===== src/rtl/sysbus_arbiter_pkg.sv =====
// Shared definitions for the Sysbus request arbiter: default widths, FSM state
// type and the requester-ID tag field helpers used on both request and response paths.
package sysbus_pkg;

  localparam int DATA_WIDTH = 64;
  localparam int TAG_WIDTH  = 13;

  typedef enum logic {
    IDLE = 1'b0,
    BUSY = 1'b1
  } arb_state_t;

  // Helpers work on a 32-bit container so one definition serves any TAG_WIDTH <= 32.
  function automatic logic [31:0] id_field_mask(input int lsb, input int w);
    return ((32'd1 << w) - 32'd1) << lsb;
  endfunction

  function automatic logic [31:0] id_insert(input logic [31:0] tag, input logic [31:0] id,
                                            input int lsb, input int w);
    logic [31:0] mask;
    mask = id_field_mask(lsb, w);
    return (tag & ~mask) | ((id << lsb) & mask);
  endfunction

  function automatic logic [31:0] id_extract(input logic [31:0] tag, input int lsb, input int w);
    return (tag & id_field_mask(lsb, w)) >> lsb;
  endfunction

endpackage


===== src/rtl/sysbus_arbiter_rr_picker.sv =====
// Combinational round-robin picker: returns the first asserted request at or
// after ptr_i, wrapping modulo N_REQ.
module rr_picker #(
  parameter int N_REQ = 2,
  parameter int IDXW  = (N_REQ > 1) ? $clog2(N_REQ) : 1
) (
  input  logic [N_REQ-1:0] req_i,
  input  logic [IDXW-1:0]  ptr_i,
  output logic [IDXW-1:0]  winner_o,
  output logic             valid_o
);

  // Lowest-priority candidates (indices before the pointer) are written first,
  // so the later pass over indices at/after the pointer overrides them.
  always_comb begin
    // NOTE: every output gets a default before any conditional write, otherwise
    // the paths that skip an assignment would infer a latch.
    winner_o = '0;
    valid_o  = 1'b0;
    for (int i = N_REQ - 1; i >= 0; i--) begin
      if (req_i[i] && (IDXW'(i) < ptr_i)) begin
        winner_o = IDXW'(i);
        valid_o  = 1'b1;
      end
    end
    for (int i = N_REQ - 1; i >= 0; i--) begin
      if (req_i[i] && (IDXW'(i) >= ptr_i)) begin
        winner_o = IDXW'(i);
        valid_o  = 1'b1;
      end
    end
  end

endmodule


===== src/rtl/sysbus_arbiter.sv =====
// Round-robin, burst-locking arbiter sharing one Sysbus request channel among
// N_REQ clients; responses are routed back by the requester ID stamped in the tag.
module sysbus_arbiter #(
  parameter int N_REQ      = 2,
  parameter int DATA_WIDTH = sysbus_pkg::DATA_WIDTH,
  parameter int TAG_WIDTH  = sysbus_pkg::TAG_WIDTH,
  parameter int ID_W       = 1,
  parameter int ID_LSB     = 12
) (
  input  logic                        clk,
  input  logic                        reset,
  input  logic [N_REQ*DATA_WIDTH-1:0] c_req,
  input  logic [N_REQ*TAG_WIDTH-1:0]  c_reqtag,
  input  logic [N_REQ-1:0]            c_reqcyc,
  input  logic [N_REQ-1:0]            c_reqlast,
  output logic [N_REQ-1:0]            c_reqack,
  output logic [DATA_WIDTH-1:0]       c_resp,
  output logic [TAG_WIDTH-1:0]        c_resptag,
  output logic [N_REQ-1:0]            c_respcyc,
  input  logic [N_REQ-1:0]            c_respack,
  output logic [DATA_WIDTH-1:0]       req,
  output logic [TAG_WIDTH-1:0]        reqtag,
  output logic                        reqcyc,
  input  logic                        reqack,
  input  logic [DATA_WIDTH-1:0]       resp,
  input  logic [TAG_WIDTH-1:0]        resptag,
  input  logic                        respcyc,
  output logic                        respack,
  output logic                        err_badid
);

  import sysbus_pkg::arb_state_t;
  import sysbus_pkg::IDLE;
  import sysbus_pkg::BUSY;
  import sysbus_pkg::id_insert;
  import sysbus_pkg::id_extract;

  localparam int IDXW = (N_REQ > 1) ? $clog2(N_REQ) : 1;

  arb_state_t          state_q, state_d;
  logic [IDXW-1:0]     grant_q, grant_d;
  logic [IDXW-1:0]     rr_ptr_q, rr_ptr_d;
  logic                err_badid_q, err_badid_d;

  logic [IDXW-1:0]     pick_idx;
  logic                pick_valid;

  logic                sel_cyc;
  logic                sel_last;
  logic [DATA_WIDTH-1:0] sel_req;
  logic [TAG_WIDTH-1:0]  sel_tag;

  logic [31:0]         resp_id;
  logic                resp_bad;

  rr_picker #(
    .N_REQ (N_REQ),
    .IDXW  (IDXW)
  ) u_rr_picker (
    .req_i    (c_reqcyc),
    .ptr_i    (rr_ptr_q),
    .winner_o (pick_idx),
    .valid_o  (pick_valid)
  );

  // Granted client's request slice.
  always_comb begin
    sel_cyc  = 1'b0;
    sel_last = 1'b0;
    sel_req  = '0;
    sel_tag  = '0;
    for (int i = 0; i < N_REQ; i++) begin
      if (grant_q == IDXW'(i)) begin
        sel_cyc  = c_reqcyc[i];
        sel_last = c_reqlast[i];
        sel_req  = c_req[i*DATA_WIDTH +: DATA_WIDTH];
        sel_tag  = c_reqtag[i*TAG_WIDTH +: TAG_WIDTH];
      end
    end
  end

  // Request-side FSM; bus outputs exist only while BUSY, so the async reset
  // (which forces IDLE) silences them at once.
  always_comb begin
    state_d  = state_q;
    grant_d  = grant_q;
    rr_ptr_d = rr_ptr_q;
    reqcyc   = 1'b0;
    req      = '0;
    reqtag   = '0;
    c_reqack = '0;
    case (state_q)
      IDLE: begin
        if (pick_valid) begin
          grant_d = pick_idx;
          state_d = BUSY;
        end
      end
      BUSY: begin
        reqcyc = sel_cyc;
        req    = sel_req;
        reqtag = TAG_WIDTH'(id_insert(32'(sel_tag), 32'(grant_q), ID_LSB, ID_W));
        for (int i = 0; i < N_REQ; i++) begin
          c_reqack[i] = (grant_q == IDXW'(i)) & sel_cyc & reqack;
        end
        if (sel_cyc && reqack && sel_last) begin
          state_d  = IDLE;
          rr_ptr_d = (grant_q == IDXW'(N_REQ - 1)) ? '0 : grant_q + IDXW'(1);
        end
      end
      default: state_d = IDLE;
    endcase
  end

  // Response demux; a beat with an out-of-range ID is consumed and flagged.
  always_comb begin
    resp_id     = id_extract(32'(resptag), ID_LSB, ID_W);
    resp_bad    = (resp_id >= 32'(N_REQ));
    c_respcyc   = '0;
    respack     = 1'b0;
    err_badid_d = err_badid_q | (respcyc & resp_bad);
    if (reset) begin
      if (resp_bad) begin
        respack = respcyc;
      end else begin
        for (int i = 0; i < N_REQ; i++) begin
          if (resp_id == 32'(i)) begin
            c_respcyc[i] = respcyc;
            respack      = respcyc & c_respack[i];
          end
        end
      end
    end
  end

  assign c_resp    = resp;
  assign c_resptag = resptag;
  assign err_badid = err_badid_q;

  // NOTE: state registers use non-blocking assignments so every flop samples
  // the pre-edge value of its inputs, independent of statement order.
  always_ff @(posedge clk or negedge reset) begin
    if (!reset) begin
      state_q     <= IDLE;
      grant_q     <= '0;
      rr_ptr_q    <= '0;
      err_badid_q <= 1'b0;
    end else begin
      state_q     <= state_d;
      grant_q     <= grant_d;
      rr_ptr_q    <= rr_ptr_d;
      err_badid_q <= err_badid_d;
    end
  end

endmodule


===== config.mk =====
export PLATFORM = sky130hd
export DESIGN_NAME = sysbus_arbiter
export DESIGN_NICKNAME = d
export VERILOG_FILES = /design/src/rtl/sysbus_arbiter_pkg.sv /design/src/rtl/sysbus_arbiter_rr_picker.sv /design/src/rtl/sysbus_arbiter.sv
export SDC_FILE = /design/constraint.sdc
export NUM_CORES = 1
export LEC_CHECK = 0
export BUFFER_PORTS_ARGS = -buffer_cell sky130_fd_sc_hd__buf_4
export CORE_AREA = 2 2 157 159
export CTS_CLUSTER_SIZE = 24
export DETAILED_ROUTE_END_ITERATION = 8
export DIE_AREA = 0 0 159 161
export GPL_ROUTABILITY_DRIVEN = 0
export GPL_TIMING_DRIVEN = 0
export PLACE_DENSITY = 0.4
export SYNTH_ARGS = -nofsm -noshare
export SYNTH_HDL_FRONTEND = slang
export SYNTH_HIERARCHICAL = 1
export SYNTH_SLANG_ARGS = --single-unit

===== constraint.sdc =====
create_clock -name clk -period 1.3 [get_ports clk]
set_input_delay 0.195 -clock clk [delete_from_list [all_inputs] [get_ports clk]]
set_output_delay 0.195 -clock clk [all_outputs]
set_load 0.01 [all_outputs]

==> metrics.txt, run 1 <==
chip width=159 um; Reg2Reg Depth=4; Mapped Cells=273; crit-path most repeated cell=buf_12; post-synth top area cell=mux2i_1; Max Cap Viol=0; IO buf count=322; Slew Limit Fails=0; register clock-pin slew on the reported worst setup and hold paths=0.03 ns; post-synthesis adder-cell area fraction=0%; Static Leak=2.719 nW; Total Wirelength=12150 um; worst hold slack=0.1642 ns; initial antenna violation count=0; Post-synth ARST share=100.0%; worst setup path end=req[6]; top cells by area, synth=mux2i_1, buf_4, nor2b_1; Post-synth top flop=dfrtp_1; TritonCTS clock tree=built; max incr delay on CP=0.38 ns; failing checks=negative setup slack; CP Capture Type=output pin; GRT Util Overall=8.539%; CTS Buf Count=3; Final Hold Viols=0; HPWL after detailed placement=10640 um; setup ws final=-0.3148 ns; r2r setup slk=0.16 ns; WP buf/inv=3; WL met3=1199 um; Clock Tree Buf Depth=2; syn nets=514; Setup Buffers After CTS=0; wire per inst=13.15 um; root buffer cell=clkbuf_16; via count=2992; worst r2r dst=rr_ptr_q; CP required=1.11 ns; ANT cells=0; GRT Residual Overflow=0; largest family of logic cells by synthesized area=multiplexers; Yosys cell types=25; Worst Setup SP=grant_q; FP Rows=57; wire length on met2=6677 um; area share of the largest cell type after synthesis=34.94%; HP Class=input pin to flop; area of the multi-input gates=0.001396 mm^2; CP top delay family=buffers and inverters; fin crit period=1.615 ns; CTS sink count=3; Final Power=6.227 mW; worst-skew pair later-pin latency=0.22 ns; Levels on crit path=5; Die Y=161 um; status=complete, but fails checks; # DRC=0; core area=0.02396 mm^2; post-synthesis mux area share=35.45%; Final setup viols=79; Top Ports=402; Filler cells=2700; Synth Area in XOR/XNOR=0%; startpoint types=flop; Initial Util=9.205%; Routed Antenna Nets=0; Avg Inst Size Synth=8.080 um^2; Nets=842; RSZ-0062 raised after global routing=yes; max layer used=met4; critical setup path kind=flop to output pin; critical path arrival=1.42 ns; fmax=619.3 MHz; die area=0.02560 mm^2; Setup Skew=0.0001276 ns; Compound-Gate Fraction of Synth Area=1.702%; htree depth=1; DR iter-0 viols=67; Peak VDD IR=0.5080 mV; reg-to-reg startpoint=grant_q; PwrDens=1193 mW/mm^2; first-pass iteration count of the detailed router=4; met1 WL=4091 um; Vias per Instance=3.238; first-pass GRT wire length=17070 um; fin crit share=124.2%; Slowest-stage cell, CP=dfrtp_1; number of global-route vias before repair=2936; register area=75.07 um^2; synthesized area=0.002206 mm^2; worst-path cell chain=buf_12 -> buf_12 -> mux2i_1 -> nor2b_1 -> buf_4; share of layout cells above drive strength 1=71.83%; Layout area overhead=136.6%; CP Max Fanout=10; YS warnings=6; Yosys reg bits=3; Synth Area in Simple Gates=24.96%; Seq/Total Area, Yosys=3.403%; pin count of the biggest net entering global routing=11; Post-synth EDFFs=0
per-stage QoR:
step / instance area (um^2) / TNS (ns) / setup slack, ns / cells / util (%)
2_1_floorplan: 2206 / 0 / 0.1419 / 273 / -
3_3_place_gp: 5029 / -11.76 / -0.3956 / 919 / 20.98
3_5_place_dp: 5029 / -10.94 / -0.3556 / 919 / 20.98
4_1_cts: 5187 / -20.52 / -0.3318 / 924 / 21.65
5_1_grt: 5220 / -24.71 / -0.3813 / 924 / 21.78
6_report: 5220 / -18.13 / -0.3148 / 924 / 21.78
power by group:
group	internal (mW)	switching, mW	leakage [nW]
clock	0.404	0.0821	0.0382
combinational	3.16	2.43	2.65
sequential	0.131	0.0251	0.0332
cell type report:
| cell class | instances | area share [%] |
|---|---|---|
| buffer | 96 | 15.75 |
| clock buffer | 4 | 1.510 |
| inverter | 1 | 0.07191 |
| multi-input combinational | 173 | 26.75 |
| sequential | 3 | 1.438 |
| tap | 324 | 7.766 |
| timing repair buffer | 323 | 46.72 |
routing by layer:
| metal | GRT usage (%) | vias up |
|---|---|---|
| met5 | 0 | - |
| met4 | 1.901 | 0 |
| met3 | 2.440 | 8 |
| met2 | 17.17 | 223 |
| met1 | 8.636 | 1291 |
| li1 | - | 1470 |
worst reg2reg max path: stages (launching register included):
cell	delay, ns
dfrtp_1	0.38
buf_12	0.17
and4b_1	0.30
a21oi_1	0.08
a21oi_1	0.12
registers in the layout, indices dropped and copies added, names as in the netlist:
name      cells
rr_ptr_q      1
grant_q       1
state_q       1
cell usage in the layout (no fill, tap or decap), types with 4 or more instances in the layout:
cell type / n
buf_4: 397
nor2b_1: 75
mux2i_1: 73
buf_8: 6
clkbuf_2: 5
buf_12: 4
buf_6: 4
clkbuf_16: 4
mux2i_2: 4
cell families (layout without fill, tap and decap cells):
kind of cell | count (synthesis) | in the layout
compound gates | 6 | 6
buf+inv | 97 | 424
flops | 3 | 3
mux | 78 | 78
other cells | 1 | 1
simple gates | 88 | 88
worst min-delay path by stage:
stage,cells past startpoint,start,endpoint
final,2,c_reqlast[1],rr_ptr_q
after CTS,2,c_reqlast[1],rr_ptr_q
after global routing,2,c_reqlast[1],rr_ptr_q
after detailed placement,1,reset,grant_q
after floorplan,0,reset,grant_q
after global placement,1,reset,grant_q
synthesized netlist by cell type, types with 2 or more instances:
cell type   n
buf_4      79
nor2b_1    78
mux2i_1    77
buf_8       7
clkbuf_1    6
dfrtp_1     3
a21oi_1     2
buf_6       2
nand2_1     2
nor2_1      2
timing repair:
action / CTS / global route
gates resized for setup: 21 / 9
hold buffers: 1 / 0
setup endpoints to repair: 80 / 80
hold endpoints to repair: 3 / 0
cloned: 0 / 0
No activity file was read; power rests on OpenSTA's default activity.
==> run 2, diff against run 1 <==
--- a/config.mk
+++ b/config.mk
@@ -5,6 +5,7 @@
 export SDC_FILE = /design/constraint.sdc
 export NUM_CORES = 1
 export LEC_CHECK = 0
+export ABC_AREA = 1
 export BUFFER_PORTS_ARGS = -buffer_cell sky130_fd_sc_hd__buf_4
 export CORE_AREA = 2 2 157 159
 export CTS_CLUSTER_SIZE = 24
@@ -12,7 +13,7 @@
 export DIE_AREA = 0 0 159 161
 export GPL_ROUTABILITY_DRIVEN = 0
 export GPL_TIMING_DRIVEN = 0
-export PLACE_DENSITY = 0.4
+export PLACE_DENSITY = 0.39
 export SYNTH_ARGS = -nofsm -noshare
 export SYNTH_HDL_FRONTEND = slang
 export SYNTH_HIERARCHICAL = 1
==> run 2 against run 1 <==
  * The run still ends with negative setup slack left
  * Synthesized cell count grew 37%
  * Register-to-register slack lost 0.09 ns
  * Via count grew 15%
  * Setup slack gained 0.0077 ns
  * Global-route usage grew 1.1 points
  * Wire length grew 13%
  * Cell count grew 12%
  * Count of clock-buffer cells in the layout is the same
  * Hold slack gained 0.19 ns
  * Die area is the same
  * Fmax grew 0.48%
  * Critical endpoint is now req[45]
  * Highest routed layer unchanged
==> metrics.txt, run 2 <==
most common cell after layout, fill and taps aside=buf_4; Nets=950; Final setup viols=80; critical path arrival=1.41 ns; register clock-pin slew on the reported worst setup and hold paths=0.03 ns; sw power=3.911 mW; DR iter-0 viols=115; post-route design area=0.005205 mm^2; Clock Tree Buf Depth=2; post-synth top area cell=buf_4; fin crit period=1.607 ns; synthesized area=0.002001 mm^2; sequential share of power=2.0%; max incr delay on CP=0.39 ns; status=complete, but fails checks; die area=0.02560 mm^2; ANT cells=0; wire per inst=13.34 um; Post-synth top flop=dfrtp_1; top-count cell post-synth=nor2_1; fmax=622.3 MHz; TritonCTS clock tree=built; top cells by area, synth=buf_4, nor2_1, o21ai_0; Avg Inst Size Synth=5.364 um^2; number of global-route vias before repair=3413; Post-synth ARST share=100.0%; setup ws final=-0.3070 ns; Final Hold Viols=0; Post-synth EDFFs=0; failing checks=negative setup slack; RSZ-0062 raised after global routing=yes; syn nets=614; final core area utilization=21.72%; Layout area overhead=160.2%; CP Max Fanout=8; CP required=1.11 ns; Static Leak=2.757 nW; core area=0.02396 mm^2; Largest regs=grant_q (1), rr_ptr_q (1), state_q (1); WP buf/inv=5; htree depth=1; Peak VDD IR=0.7047 mV; Reg2Reg Depth=6; Die Y=161 um; Routed Antenna Nets=0; chip width=159 um; dpl cell area=0.004823 mm^2; FP Rows=57; HPWL after detailed placement=11830 um; Pint=4.343 mW; CP Capture Type=output pin; commonest non-fill, non-tap cells in the layout=buf_4, nor2_1, o21ai_1; Yosys cell types=22; via count=3434; register area=76.32 um^2; combinational group share of total power=92.0%; YS warnings=6; crit-path most repeated cell=buf_12; Slew Limit Fails=0; first-pass iteration count of the detailed router=4; Yosys reg bits=3; Levels on crit path=7; Initial Util=8.349%; Total Wirelength=13760 um; worst-skew pair later-pin latency=0.22 ns; CTS Buf Count=3; pin count of the biggest net entering global routing=11; Synth top cells by count=nor2_1, buf_4, o21ai_0, nand2_1, buf_2; share of layout cells above drive strength 1=66.95%; initial antenna violation count=0; Clock power frac=5.9%; Final Power=8.254 mW; Top Ports=402; GRT Util Overall=9.646%; Setup Skew=0.0006989 ns; worst-path cell chain=buf_12 -> inv_16 -> buf_12 -> clkbuf_16 -> nor2_2 -> nor2_1 -> buf_4; startpoint types=flop; area of the multi-input gates=0.001212 mm^2; Vias per Instance=3.328; area share of the largest cell type after synthesis=29.27%; PwrDens=1586 mW/mm^2; Filler cells=2761; Seq/Total Area, Yosys=3.752%; critical setup path kind=flop to output pin; fin crit share=123.6%; # DRC=0; IO buf count=322; CP top delay family=buffers and inverters; CTS sink count=3; Setup TNS=-18.36 ns; first-pass GRT wire length=19600 um; Max Cap Viol=0; root buffer cell=clkbuf_16; Slowest-stage cell, CP=dfrtp_1; HP Class=input pin to asynchronous set/reset pin; GRT Residual Overflow=0; sw frac=47.38%; Mapped Cells=373
-- run 2: changes by cell type after synthesis, sizes merged, moves of 2 or more --
| cell | delta |
|---|---|
| and3 | -2 |
| buf | +8 |
| inv | +7 |
| mux2i | -77 |
| nand2 | +16 |
| nor2 | +155 |
| nor2b | -78 |
| o21ai | +75 |
-- run 2: worst paths after layout --
check / from / endpoint / slack, ns
worst max-delay path: grant_q / req[45] / -0.31
worst min-delay path: reset / rr_ptr_q / 0.35
worst max register to register: grant_q / grant_q / 0.07
worst min register to register: rr_ptr_q / rr_ptr_q / 0.52
max in group asynchronous: reset / state_q / 0.76
min in group clk: c_reqcyc[0] / grant_q / 0.37
-- run 2: final cells by class --
cell class / instances / share of cell area, %
multi-input cells: 259 / 23.29
flip-flops and latches: 3 / 1.466
inverters: 8 / 0.8894
plain buffers: 103 / 16.13
clock buffers: 4 / 1.514
repair buffers: 331 / 48.92
well taps: 324 / 7.788
-- run 2: power groups by stage --
stage               registers (mW)  clock network (mW)  logic (mW)
finish                       0.169               0.487        7.60
global route                 0.173               0.504        8.32
CTS                          0.168               0.499        7.35
detailed placement           0.194                   0        6.81
global placement             0.195                   0        6.86
floorplan                    0.159                   0        3.38
-- run 2: per-stage QoR --
stage / setup WS, ns / cells / hold slack (ns)
floorplan: 0.1065 / 373 / -0.1006
global placement: -0.3945 / 1019 / 0.003542
detailed placement: -0.3695 / 1019 / 0.004172
CTS: -0.3243 / 1029 / 0.3480
global route: -0.3618 / 1032 / 0.3647
finish: -0.3070 / 1032 / 0.3498
-- run 2: kinds of logic after synthesis --
logic type / share of synthesized area, %
compound gates: 19.95
simple gates: 35.71
flops: 3.752
other cells: 0.1874
buf+inv: 40.40
-- run 2: what timing repair did --
item,in CTS,in global routing
gates cloned,0,2
endpoints found under the setup margin,83,80
buffers inserted,5,1
pin swaps,7,22
hold buffers,1,0
gates resized for setup,52,45
hold endpoints to repair,3,0
-- run 2: metal layers --
| metal | vias to the layer above | part of all wire, % | GRT usage [%] |
|---|---|---|---|
| met5 | - | 0 | 0 |
| met4 | 0 | 0.41 | 1.116 |
| met3 | 2 | 8.2 | 2.363 |
| met2 | 194 | 52 | 18.02 |
| met1 | 1473 | 40 | 11.47 |
| li1 | 1765 | - | - |
